[config.mk]
export PLATFORM = sky130hd
export DESIGN_NAME = mul8_seq_ctrl
export DESIGN_NICKNAME = d
export VERILOG_FILES = /design/src/rtl/mul8_seq_ctrl.sv
export SDC_FILE = /design/constraint.sdc
export NUM_CORES = 1
export LEC_CHECK = 0
export BUFFER_PORTS_ARGS = -buffer_cell sky130_fd_sc_hd__buf_2
export CAP_MARGIN = 40
export CORE_MARGIN = 5
export CORE_UTILIZATION = 42
export CTS_CLUSTER_SIZE = 14
export DETAILED_ROUTE_END_ITERATION = 6
export GPL_TIMING_DRIVEN = 0
export PLACE_DENSITY_LB_ADDON = 0.3
export SKIP_CTS_REPAIR_TIMING = 1
export SLEW_MARGIN = 15
export SYNTH_ARGS = -nofsm -noshare
export SYNTH_HDL_FRONTEND = slang
export SYNTH_SLANG_ARGS = --single-unit
[constraint.sdc]
create_clock -name clk -period 4.2 [get_ports clk]
set_input_delay 0.42 -clock clk [delete_from_list [all_inputs] [get_ports clk]]
set_output_delay 0.42 -clock clk [all_outputs]
set_load 0.005 [all_outputs]
[src/rtl/mul8_seq_ctrl.sv]
// Sequential 8x8 unsigned multiplier controller: feeds one nibble pair per cycle
// to a shared 4x4 multiplier and shift-accumulates the four partial products.
module mul8_seq_ctrl #(
  parameter int ZERO_SKIP = 1,
  parameter int CNT_W     = 16
) (
  input  logic             clk,
  input  logic             reset,
  input  logic             in_valid,
  output logic             in_ready,
  input  logic [7:0]       in_a,
  input  logic [7:0]       in_b,
  output logic [3:0]       mul_a,
  output logic [3:0]       mul_b,
  input  logic [7:0]       mul_p,
  output logic             out_valid,
  input  logic             out_ready,
  output logic [15:0]      out_p,
  output logic             busy,
  output logic [CNT_W-1:0] op_count
);

  localparam logic [1:0] IDLE = 2'd0;
  localparam logic [1:0] CALC = 2'd1;
  localparam logic [1:0] DONE = 2'd2;

  localparam logic SKIP_EN = (ZERO_SKIP != 0);

  logic [1:0]       state_reg, state_next;
  logic [1:0]       step_reg, step_next;
  logic [7:0]       a_reg, a_next;
  logic [7:0]       b_reg, b_next;
  logic [15:0]      acc_reg, acc_next;
  logic [15:0]      out_p_reg, out_p_next;
  logic [CNT_W-1:0] op_count_reg, op_count_next;

  logic [15:0] pp_shift;
  logic [15:0] acc_sum;
  logic        accept;
  logic        zero_op;

  assign in_ready  = (state_reg == IDLE);
  assign busy      = (state_reg != IDLE);
  assign out_valid = (state_reg == DONE);
  assign out_p     = out_p_reg;
  assign op_count  = op_count_reg;

  assign accept  = in_valid && in_ready;
  assign zero_op = SKIP_EN && ((in_a == 8'h00) || (in_b == 8'h00));

  // Nibble selection for the shared multiplier; the bus is parked at zero outside CALC.
  always_comb begin
    mul_a = 4'h0;
    mul_b = 4'h0;
    if (state_reg == CALC) begin
      case (step_reg)
        2'd0: begin mul_a = a_reg[3:0]; mul_b = b_reg[3:0]; end
        2'd1: begin mul_a = a_reg[7:4]; mul_b = b_reg[3:0]; end
        2'd2: begin mul_a = a_reg[3:0]; mul_b = b_reg[7:4]; end
        default: begin mul_a = a_reg[7:4]; mul_b = b_reg[7:4]; end
      endcase
    end
  end

  // Cross terms (steps 1 and 2) share the same weight of 2^4.
  always_comb begin
    pp_shift = 16'h0000;
    case (step_reg)
      2'd0:    pp_shift = {8'h00, mul_p};
      2'd1:    pp_shift = {4'h0, mul_p, 4'h0};
      2'd2:    pp_shift = {4'h0, mul_p, 4'h0};
      default: pp_shift = {mul_p, 8'h00};
    endcase
  end

  assign acc_sum = acc_reg + pp_shift;

  always_comb begin
    state_next    = state_reg;
    step_next     = step_reg;
    a_next        = a_reg;
    b_next        = b_reg;
    acc_next      = acc_reg;
    out_p_next    = out_p_reg;
    op_count_next = op_count_reg;

    case (state_reg)
      IDLE: begin
        if (accept) begin
          a_next   = in_a;
          b_next   = in_b;
          acc_next = 16'h0000;
          if (zero_op) begin
            out_p_next = 16'h0000;
            state_next = DONE;
          end else begin
            step_next  = 2'd0;
            state_next = CALC;
          end
        end
      end

      CALC: begin
        acc_next  = acc_sum;
        step_next = step_reg + 2'd1;
        if (step_reg == 2'd3) begin
          out_p_next = acc_sum;
          state_next = DONE;
        end
      end

      DONE: begin
        // Result and valid hold indefinitely until the consumer takes it.
        if (out_ready) begin
          op_count_next = op_count_reg + 1'b1;
          state_next    = IDLE;
        end
      end

      default: state_next = IDLE;
    endcase
  end

  always_ff @(posedge clk) begin
    if (reset) begin
      state_reg    <= IDLE;
      step_reg     <= 2'd0;
      a_reg        <= 8'h00;
      b_reg        <= 8'h00;
      acc_reg      <= 16'h0000;
      out_p_reg    <= 16'h0000;
      op_count_reg <= '0;
    end else begin
      state_reg    <= state_next;
      step_reg     <= step_next;
      a_reg        <= a_next;
      b_reg        <= b_next;
      acc_reg      <= acc_next;
      out_p_reg    <= out_p_next;
      op_count_reg <= op_count_next;
    end
  end

endmodule

Word level (Yosys, flattened, before mapping)
Index checks and enable logic that the tools add are counted.

Output and inout port bits: 43. Word-level logic and storage cells: 56. Bits of input ports: 28. Flip-flop bits (word level): 68.

Equal/unequal tests: 10. Muxes and demuxes: 19. Add/sub/neg operators: 3. Reduce and logical (&&, ||, !) cells: 17.

Operators with widths (number): 16-bit one-hot mux with 2 select lines (3); 16-bit two-way mux (4); 16-bit by 1-bit adder with 16-bit output, second input constant (1); 16-bit adder (1); 8-bit zero test (2); 4-bit two-way mux (4); 2-bit two-way mux (6); 2-bit by 1-bit inequality test with 1-bit output, second input constant (4); 2-bit equality test, second input constant (3); 2-bit one-hot mux with 3 select lines (1); 2-bit AND reduction (3); 3-bit AND reduction (2); 2-bit OR reduction (3); 2-bit by 1-bit equality test with 1-bit output, second input constant (2); 2-bit zero test (2); 2-bit one-hot mux with 2 select lines (1); 4-bit AND reduction (1); 2-bit nonzero test (2); 2-bit by 1-bit adder with 2-bit output, second input constant (1); 2-bit inequality test, second input constant (1); 1-bit logical AND (1); 1-bit logical OR (1).

Depth between registers and ports, before layout
Gate-level depths: netlist of the first run.

Depth in word-level cells: 6. Mapped depth: 14. Depth with buffers taken out: 12.

Worst setup path before layout of the first run
No wires, ideal clock.

Kind: reg2reg. From: register step_reg[0]. To: register out_p_reg[14], in the netlist out_p[14]. Library setup time: 117 ps. Period minus slack after synthesis: 3042 ps. Setup slack: 1158 ps. Path buffers: 1. Cell stages (with the launch flop): 14. Data required time: 4083 ps. Arrival time: 2925 ps. Cell sequence: dfxtp_1 > inv_1 > ha_1 > clkbuf_1 > and2_1 > ha_1 > fa_1 > a21oi_1 > nor2_1 > o311ai_2 > a21oi_1 > a221oi_1 > xnor2_1 > a22o_1.

Longest elaborated chain between the ends: 6. Elaborated cells between the ends (all ways): 11. Those cells by class: add/sub: 1; eq/ne: 4; mux: 3; reduce/logical: 3.

RTL lines: start, declared (RTL line 30) `logic [1:0] step_reg, step_next;`; start signal, assigned (RTL line 135) `step_reg <= step_next;`; 2-bit equality test or 2-bit by 1-bit equality test with 1-bit output (tied branches) (RTL line 68) `case (step_reg)`; 2-bit OR reduction (no line); 16-bit one-hot mux with 2 select lines (RTL line 68); 16-bit adder (RTL line 76) `assign acc_sum = acc_reg + pp_shift;`; 16-bit two-way mux (RTL line 106) `if (step_reg == 2'd3) begin`; 16-bit one-hot mux with 2 select lines (RTL line 87) `case (state_reg)`; end signal, assigned (RTL line 139) `out_p_reg <= out_p_next;`; end, declared (RTL line 34) `logic [15:0] out_p_reg, out_p_next;`.

Several ways; a longest one is shown, not always the timed one. The select of a mux whose other input is x is not followed. A chain may end at the register's enable or synchronous reset.

Worst setup path after layout of the first run
Ends and elaborated chain as after synthesis.

==> results.toml, run 1 <==
[pwr]
vdd_drop_max_mv = 0.1593
clkPwrFrac_pct = 40.9
p_int_uw = 1073
p_seq_share_pct = 45.5
leakage_uw = 0.001828
p_sw_share_pct = 27.48
p_comb_share_pct = 13.5
p_per_area_mw_per_mm2 = 352.1
power.switching_uw = 406.7

[yosys]
synth_top_area_share_pct = 38.90
syn_inst = 429
synth.area.top_cells = "dfxtp_1 (39%), nand2_1 (8.3%), ha_1 (7.5%)"
ys_warn_count = 0
ys.flop_type = "dfxtp_1"
synth-edff-count = 0
syn_avg_cell_area_um2 = 8.158
ys_ff_latch = 68
post-synth-top-area-cell = "dfxtp_1"
synth_area_mm2 = 0.003500
ys_seq_area_share_pct = 38.90
synthArstFlopShare_pct = 0
syn_nets = 479
synth_cell_types = 43

[cts]
htreeDepth = 3
clk_path_buf_depth = 2
cts.clk_slew.worst_paths_ns = 0.08
numCtsBuffers = 9
cts_tree = "yes"
clock_latency_ns = 0.34
clock_sinks = 68
clockRootBuffer = "clkbuf_8"

[cells_and_area]
nets = 560
fin_area_mm2 = 0.004204
drive_gt1_share_pct = 17.86
antenna_cells = 0
syn_to_final_growth_pct = 20.13

[worst_setup_path]
cp_data_required_time_ns = 4.44
crit_type = "flop to flop"
cp_num_buf_inv = 2
max_stage_delay_ns = 0.42
crit_chain = "inv_1, ha_1, clkbuf_1, and2_1, ha_1, fa_1, a21oi_1, nor2_1, o311ai_2, a21oi_1, a221oi_1, xnor2_1, a22o_1"
worst_setup_path_end_kind = "flop"
cp_max_fo = 10
slowest_stage = "fa_1"
crit_family = "compound AO/OA/AOI/OAI gates"
crit_path_start_kind = "flop"
cp.arrival_ns = 3.80

[grt]
track_usage_pct = 18.25
gr-total-overflow = 0
grt_first_pass_wirelength_mm = 15.17
grt_pass1_vias = 3286
antenna_found_initial = 0
grt_max_degree = 14

[timing]
maxSlewViolCount = 0
timing.hold.ws_ns = 0.3241
post-route-period-util_pct = 84.89
tightest_slew_ns = 0.8192
finalSetupViolations = 0
fin_setup_tns_ns = 0
rsz0062_at_grt = "no"
relSlewSlack_pct = 45.28
finalHoldViolations = 0
skew_ns = 0.009541
fmax_mhz = 280.5
fin_crit_ns = 3.565

[route]
via_count = 3327
routed_wl_mm = 8.985
drt_first_pass_iters = 4
drt_iter0_markers = 150
ant_nets = 0
drc_errors = 0
drt-vias-per-instance = 5.366
wl_per_cell_um = 14.49

[placed_design]
io_buffer_count = 70
place_area_mm2 = 0.003981
dpl.hpwl_mm = 6.773
gp_congestion = 0.8642

[run_status]
outcome = "finished, final reports clean"

[floorplanning]
io_pins = 71
placement_rows = 33
die_w_um = 101.3
dieArea_mm2 = 0.01026
core_mm2 = 0.008175
start_util_pct = 42.81
die_height_um = 101.3

[min_path]
hold_class = "input pin to flop"

[run]
cap_violations = 0
cells in the final DEF, fill, tap and decap left out, types with 12 or more instances in the layout:
cell type	count
xor2_1	16
nand3_1	15
nand2_1	77
nor2_1	43
dfxtp_1	68
ha_1	21
clkbuf_1	16
a22o_1	15
buf_2	70
a21oi_1	48
a22oi_1	12
o21ai_0	18
synth_stat cells (2+ instances only):
cell type  number
nor2b_1         4
nor2_1         43
and2b_1         2
nor4_1          4
o311ai_0        2
o21ai_0        18
dfxtp_1        68
a21oi_1        48
o31ai_1         2
xnor2_1        11
nand3_1        15
a21o_1          4
inv_1           6
and3_1          3
clkbuf_1       16
or3_1           2
a22o_1         15
ha_1           21
nand2_1        77
nand4_1         4
and2_1          9
a22oi_1        12
a31oi_1         5
nor3_1          4
xor2_1         16
tightest hold or removal path, stage by stage:
cell and delay (ns):
buf_2 0.10, nand2_1 0.05, a21oi_1 0.05
metrics by stage:
step / util, % / std cells / setup slack [ns] / power (µW)
final: 51.42 / 620 / 0.6347 / 1480
after CTS: 51.42 / 620 / 0.6358 / 1494
after global routing: 51.42 / 620 / 0.3327 / 1555
after detailed placement: 48.70 / 604 / 0.6640 / 886.6
after floorplan: - / 429 / 1.158 / 824.3
after global placement: 48.70 / 604 / 0.6549 / 883.3
power by group through the flow:
stage / combinational, µW / sequential (µW) / clock, µW
after floorplan: 138 / 686 / 0
after CTS: 199 / 674 / 622
after global routing: 227 / 677 / 652
after global placement: 194 / 689 / 0
final: 200 / 674 / 606
after detailed placement: 197 / 689 / 0
cell type report:
| class | instances | area, µm² |
|---|---|---|
| Tap cell | 105 | 131.4 |
| Inverter | 6 | 22.52 |
| Clock buffer | 9 | 123.9 |
| Fill cell | 840 | 3971 |
| Buffer | 18 | 75.07 |
| Sequential cell | 68 | 1361 |
| Timing Repair Buffer | 70 | 350.3 |
| Multi-Input combinational cell | 337 | 2041 |
| Clock inverter | 7 | 98.84 |
path summary, 6_finish.rpt:
path	to	startpoint	slack, ns	cells past startpoint
max	out_p[14]	step_reg[0]	0.63	13
min	b_reg[6]	in_b[6]	0.32	3
max reg2reg	out_p[14]	step_reg[0]	0.63	13
min reg2reg	a_reg[0]	a_reg[0]	0.46	2
cell families (layout without fill, tap and decap cells):
group | after synthesis | count (layout) | synth area share [%]
flops | 68 | 68 | 38.90
buf+inv | 24 | 110 | 2.789
simple gates | 172 | 172 | 22.27
mux | 1 | 1 | 0.2860
xor+xnor | 27 | 27 | 6.757
compound gates | 115 | 115 | 20.92
fa+ha+maj | 22 | 22 | 8.080
layer usage:
| metal | vias to the layer above | wire [µm] | GRT usage [%] |
|---|---|---|---|
| li1 | 1680 | - | - |
| met4 | 0 | 94 | 5.112 |
| met2 | 108 | 4290 | 31.24 |
| met5 | - | 0 | 0 |
| met1 | 1528 | 3990 | 22.64 |
| met3 | 11 | 610 | 4.752 |
No activity file was read; power rests on OpenSTA's default activity.
==> run 2, diff against run 1 <==
==> constraint.sdc (replaced) <==
create_clock -name clk -period 3.5 [get_ports clk]
set_input_delay 0.35 -clock clk [delete_from_list [all_inputs] [get_ports clk]]
set_output_delay 0.35 -clock clk [all_outputs]
set_load 0.005 [all_outputs]
==> results.toml, run 2 (synthesis gave the netlist of run 1 again) <==
[floorplanning]
start_util_pct = 42.81
io_pins = 71
dieArea_mm2 = 0.01026
core_mm2 = 0.008175
die_height_um = 101.3
die_w_um = 101.3
placement_rows = 33

[grt]
grt_pass1_vias = 3286
met3_usage_pct = 4.752
track_usage_pct = 18.25
met2_usage_pct = 31.24
grt_first_pass_wirelength_mm = 15.17
grtUsageMet1_pct = 22.64
antenna_found_initial = 0
grt_max_degree = 14
top_usage_layer = "met2"
gr-total-overflow = 0

[worst_setup_path]
cp_data_required_time_ns = 3.74
worst_setup_path_end_kind = "flop"
rr_worst_depth = 12
crit_type = "flop to flop"
crit_path_start_kind = "flop"
cp_max_fo = 18
cp.arrival_ns = 3.49

[timing]
tightest_slew_ns = 0.8180
timing.hold.ws_ns = 0.2530
post-route-period-util_pct = 92.89
relSlewSlack_pct = 45.36
skew_ns = 0.008676
rsz0062_at_grt = "no"
finalSetupViolations = 0
maxSlewViolCount = 0
fin_crit_ns = 3.251
finalHoldViolations = 0
fmax_mhz = 307.6
fin_setup_tns_ns = 0

[placed_design]
dpl.hpwl_mm = 6.773
placed_cells_incl_taps = 604
gp_congestion = 0.8642
io_buffer_count = 70

[min_path]
hold_class = "input pin to flop"
holdPathStages = 3

[cells_and_area]
syn_to_final_growth_pct = 20.16
nets = 558
layout_commonest_cell = "nand2_1"
drive_gt1_share_pct = 18.52
layout_common_cells = "nand2_1 (77), buf_2 (70), dfxtp_1 (68)"
instances_no_fill = 618
postLayoutCoreUtil_pct = 51.44
antenna_cells = 0

[pwr]
power_uw = 1777
vdd_drop_max_mv = 0.1953
p_per_area_mw_per_mm2 = 422.5
leakage_uw = 0.001829

[cts]
clock_latency_ns = 0.34
cts_tree = "yes"
clk_path_buf_depth = 2
numCtsBuffers = 9
htreeDepth = 3
clock_sinks = 68
clockRootBuffer = "clkbuf_8"
cts.clk_slew.worst_paths_ns = 0.08

[route]
drt_first_pass_iters = 4
drt_iter0_markers = 135
drt-vias-per-instance = 5.332
drc_errors = 0
ant_nets = 0
via_count = 3295
routed_wl_mm = 8.988
wl_per_cell_um = 14.54

[run_status]
outcome = "finished, final reports clean"

[run]
cap_violations = 0
[run 2: per-stage QoR]
stage | instance area, µm² | setup slack (ns)
floorplan | 3500 | 0.4585
global placement | 3981 | -0.04515
detailed placement | 3981 | -0.03604
CTS | 4204 | -0.06418
global route | 4205 | 0.001209
finish | 4205 | 0.2487
[run 2: worst paths after layout]
path	slack, ns	end	from
setup reg to reg	0.25	out_p[14]	step_reg[0]
hold / removal	0.25	a_reg[5]	in_a[5]
setup / recovery	0.25	out_p[14]	step_reg[0]
hold reg to reg	0.46	a_reg[0]	a_reg[0]
[run 2: report_power, final]
| group | total (µW) | internal, µW | switching (µW) |
|---|---|---|---|
| sequential | 809 | 795 | 13.9 |
| combinational | 241 | 89.0 | 152 |
| clock | 727 | 405 | 322 |
[run 2: worst max-delay path, stage by stage (launching register included)]
cell      delay (ns)
dfxtp_1         0.41
inv_1           0.11
ha_2            0.30
and2_1          0.20
ha_1            0.20
fa_1            0.42
a21oi_1         0.20
nor2_1          0.10
o311ai_2        0.33
a21oi_1         0.17
a221oi_1        0.34
xnor2_1         0.15
a22o_1          0.21
[run 2: cell type report]
type                       instances  area, µm²
fill                             839       3970
clock inverter                     7      98.84
timing repair buffer              70      350.3
multi-input combinational        337       2048
clock buffer                       9      123.9
sequential                        68       1361
tap                              105      131.4
inverter                           6      22.52
buffer                            16      68.82
[run 2: routing by layer]
| metal | wire [µm] | part of all wire, % |
|---|---|---|
| met5 | 0 | 0 |
| met4 | 88 | 0.98 |
| met3 | 503 | 5.6 |
| met2 | 4274 | 48 |
| met1 | 4122 | 46 |
==> run 3, diff against run 2 <==
--- a/config.mk
+++ b/config.mk
@@ -7,8 +7,10 @@
 export LEC_CHECK = 0
 export BUFFER_PORTS_ARGS = -buffer_cell sky130_fd_sc_hd__buf_2
 export CAP_MARGIN = 40
+export CELL_PAD_IN_SITES_DETAIL_PLACEMENT = 1
+export CELL_PAD_IN_SITES_GLOBAL_PLACEMENT = 1
 export CORE_MARGIN = 5
-export CORE_UTILIZATION = 42
+export CORE_UTILIZATION = 40
 export CTS_CLUSTER_SIZE = 14
 export DETAILED_ROUTE_END_ITERATION = 6
 export GPL_TIMING_DRIVEN = 0
==> results.toml, run 3 (synthesis gave the netlist of run 1 again) <==
[grt]
grt_max_degree = 12
track_usage_pct = 18.62
gr-total-overflow = 0
grt_pass1_vias = 3571
antenna_found_initial = 0
grt_first_pass_wirelength_mm = 16.89

[run]
cap_violations = 0

[worst_setup_path]
crit_chain = "inv_1, ha_2, and2_1, ha_1, fa_1, a21oi_1, nor2_1, o311ai_2, a21oi_1, a221oi_2, xnor2_1, a22o_1"
crit_type = "flop to flop"
crit_path_start_kind = "flop"
rr_startpoint = "step_reg[0]"
cp_num_buf_inv = 1
max_stage_delay_ns = 0.42
slowest_stage = "dfxtp_1"
path_common_cell = "a21oi_1"
r2r_slack_ns = 0.23
cp_max_fo = 18
timing.rr.end = "out_p[14]"
crit_family = "compound AO/OA/AOI/OAI gates"
rr_worst_depth = 12
cp.arrival_ns = 3.51
crit_start = "step_reg[0]"
worst_setup_path_end_kind = "flop"
cp_data_required_time_ns = 3.73

[cells_and_area]
antenna_cells = 0
drive_gt1_share_pct = 18.52
syn_to_final_growth_pct = 19.09
fin_area_mm2 = 0.004168
layout_commonest_cell = "nand2_1"
postLayoutCoreUtil_pct = 48.26
nets = 559
layout_common_cells = "nand2_1 (77), buf_2 (70), dfxtp_1 (68)"
fill_cells = 1105

[pwr]
p_sw_share_pct = 28.92
p_comb_share_pct = 15.2
p_int_uw = 1158
vdd_drop_max_mv = 0.1854
p_seq_share_pct = 49.7
power.switching_uw = 471.2
p_per_area_mw_per_mm2 = 390.9
clkPwrFrac_pct = 35.1
leakage_uw = 0.001813

[route]
wl_per_cell_um = 15.94
drc_errors = 0
ant_nets = 0
via_count = 3340
drt-vias-per-instance = 5.378
drt_first_pass_iters = 4
drt_iter0_markers = 109
routed_wl_mm = 9.899

[min_path]
min_to = "a_reg[3]"
hold_class = "input pin to flop"
min_from = "in_a[3]"
holdPathStages = 3

[timing]
relSlewSlack_pct = 60.73
finalHoldViolations = 0
skew_ns = 0.01312
finalSetupViolations = 0
post-route-period-util_pct = 93.53
fmax_mhz = 305.5
tightest_slew_ns = 0.5890
maxSlewViolCount = 0
fin_crit_ns = 3.274

[cts]
clock_sinks = 68
clk_path_buf_depth = 2
htreeDepth = 3
cts.clk_slew.worst_paths_ns = 0.08
numCtsBuffers = 9
clock_latency_ns = 0.33
clockRootBuffer = "clkbuf_8"
cts_tree = "yes"

[floorplanning]
die_height_um = 103.5
placement_rows = 34
io_pins = 71
start_util_pct = 40.52
die_w_um = 103.5
dieArea_mm2 = 0.01072
core_mm2 = 0.008636

[placed_design]
place_area_mm2 = 0.003985
gp_congestion = 0.8485
dpl.hpwl_mm = 7.803
io_buffer_count = 70

[run_status]
outcome = "finished, final reports clean"
## run 3: power by group through the flow
stage	sequential, µW	clock, µW	combinational, µW
6_report	810	571	248
5_1_grt	812	630	278
4_1_cts	810	590	248
3_5_place_dp	828	0	246
3_3_place_gp	827	0	237
2_1_floorplan	823	0	166
## run 3: worst register-to-register path: cells and delay by family, from the launching register on
family          cells  cell delay [ns]
flops               1             0.42
simple gates        2             0.31
fa+ha+maj           3             0.93
xor+xnor            1             0.15
buf+inv             1             0.11
compound gates      5             1.27
## run 3: stage by stage
stage	hold WS, ns	setup slack, ns	total power [µW]	setup TNS [ns]	instances
final	0.2580	0.2264	1629	0	621
after global routing	0.2430	-0.02025	1720	-0.02025	621
after CTS	0.2439	-0.1990	1648	-0.3776	622
after detailed placement	0.4483	-0.1835	1074	-0.3466	607
after global placement	0.4420	-0.07743	1064	-0.1356	607
after floorplan	0.4329	0.4585	989.2	0	429
## run 3: how the worst max path moves through the flow
stage | slack, ns | cells after the start | end
2_1_floorplan | 0.46 | 13 | out_p[14]
3_3_place_gp | -0.08 | 13 | out_p[14]
3_5_place_dp | -0.18 | 13 | out_p[14]
4_1_cts | -0.20 | 13 | out_p[14]
5_1_grt | -0.02 | 12 | out_p[14]
6_report | 0.23 | 12 | out_p[14]
## run 3: area by class of cell
| type | count | area, µm² | share of cell area [%] |
|---|---|---|---|
| buffer | 16 | 68.82 | 1.651 |
| inverter | 6 | 22.52 | 0.5404 |
| clock inverter | 4 | 26.28 | 0.6304 |
| tap | 108 | 135.1 | 3.242 |
| timing repair buffer | 71 | 357.8 | 8.586 |
| clock buffer | 11 | 141.4 | 3.392 |
| sequential | 68 | 1361 | 32.66 |
| multi-input combinational | 337 | 2054 | 49.29 |
## run 3: layer usage
| layer | global-route usage, % | share of wire [%] | vias to the layer above |
|---|---|---|---|
| li1 | - | - | 1670 |
| met1 | 23.44 | 47 | 1599 |
| met2 | 31.88 | 48 | 62 |
| met3 | 4.229 | 3.8 | 9 |
| met4 | 4.967 | 1.1 | 0 |
| met5 | 0 | 0 | - |
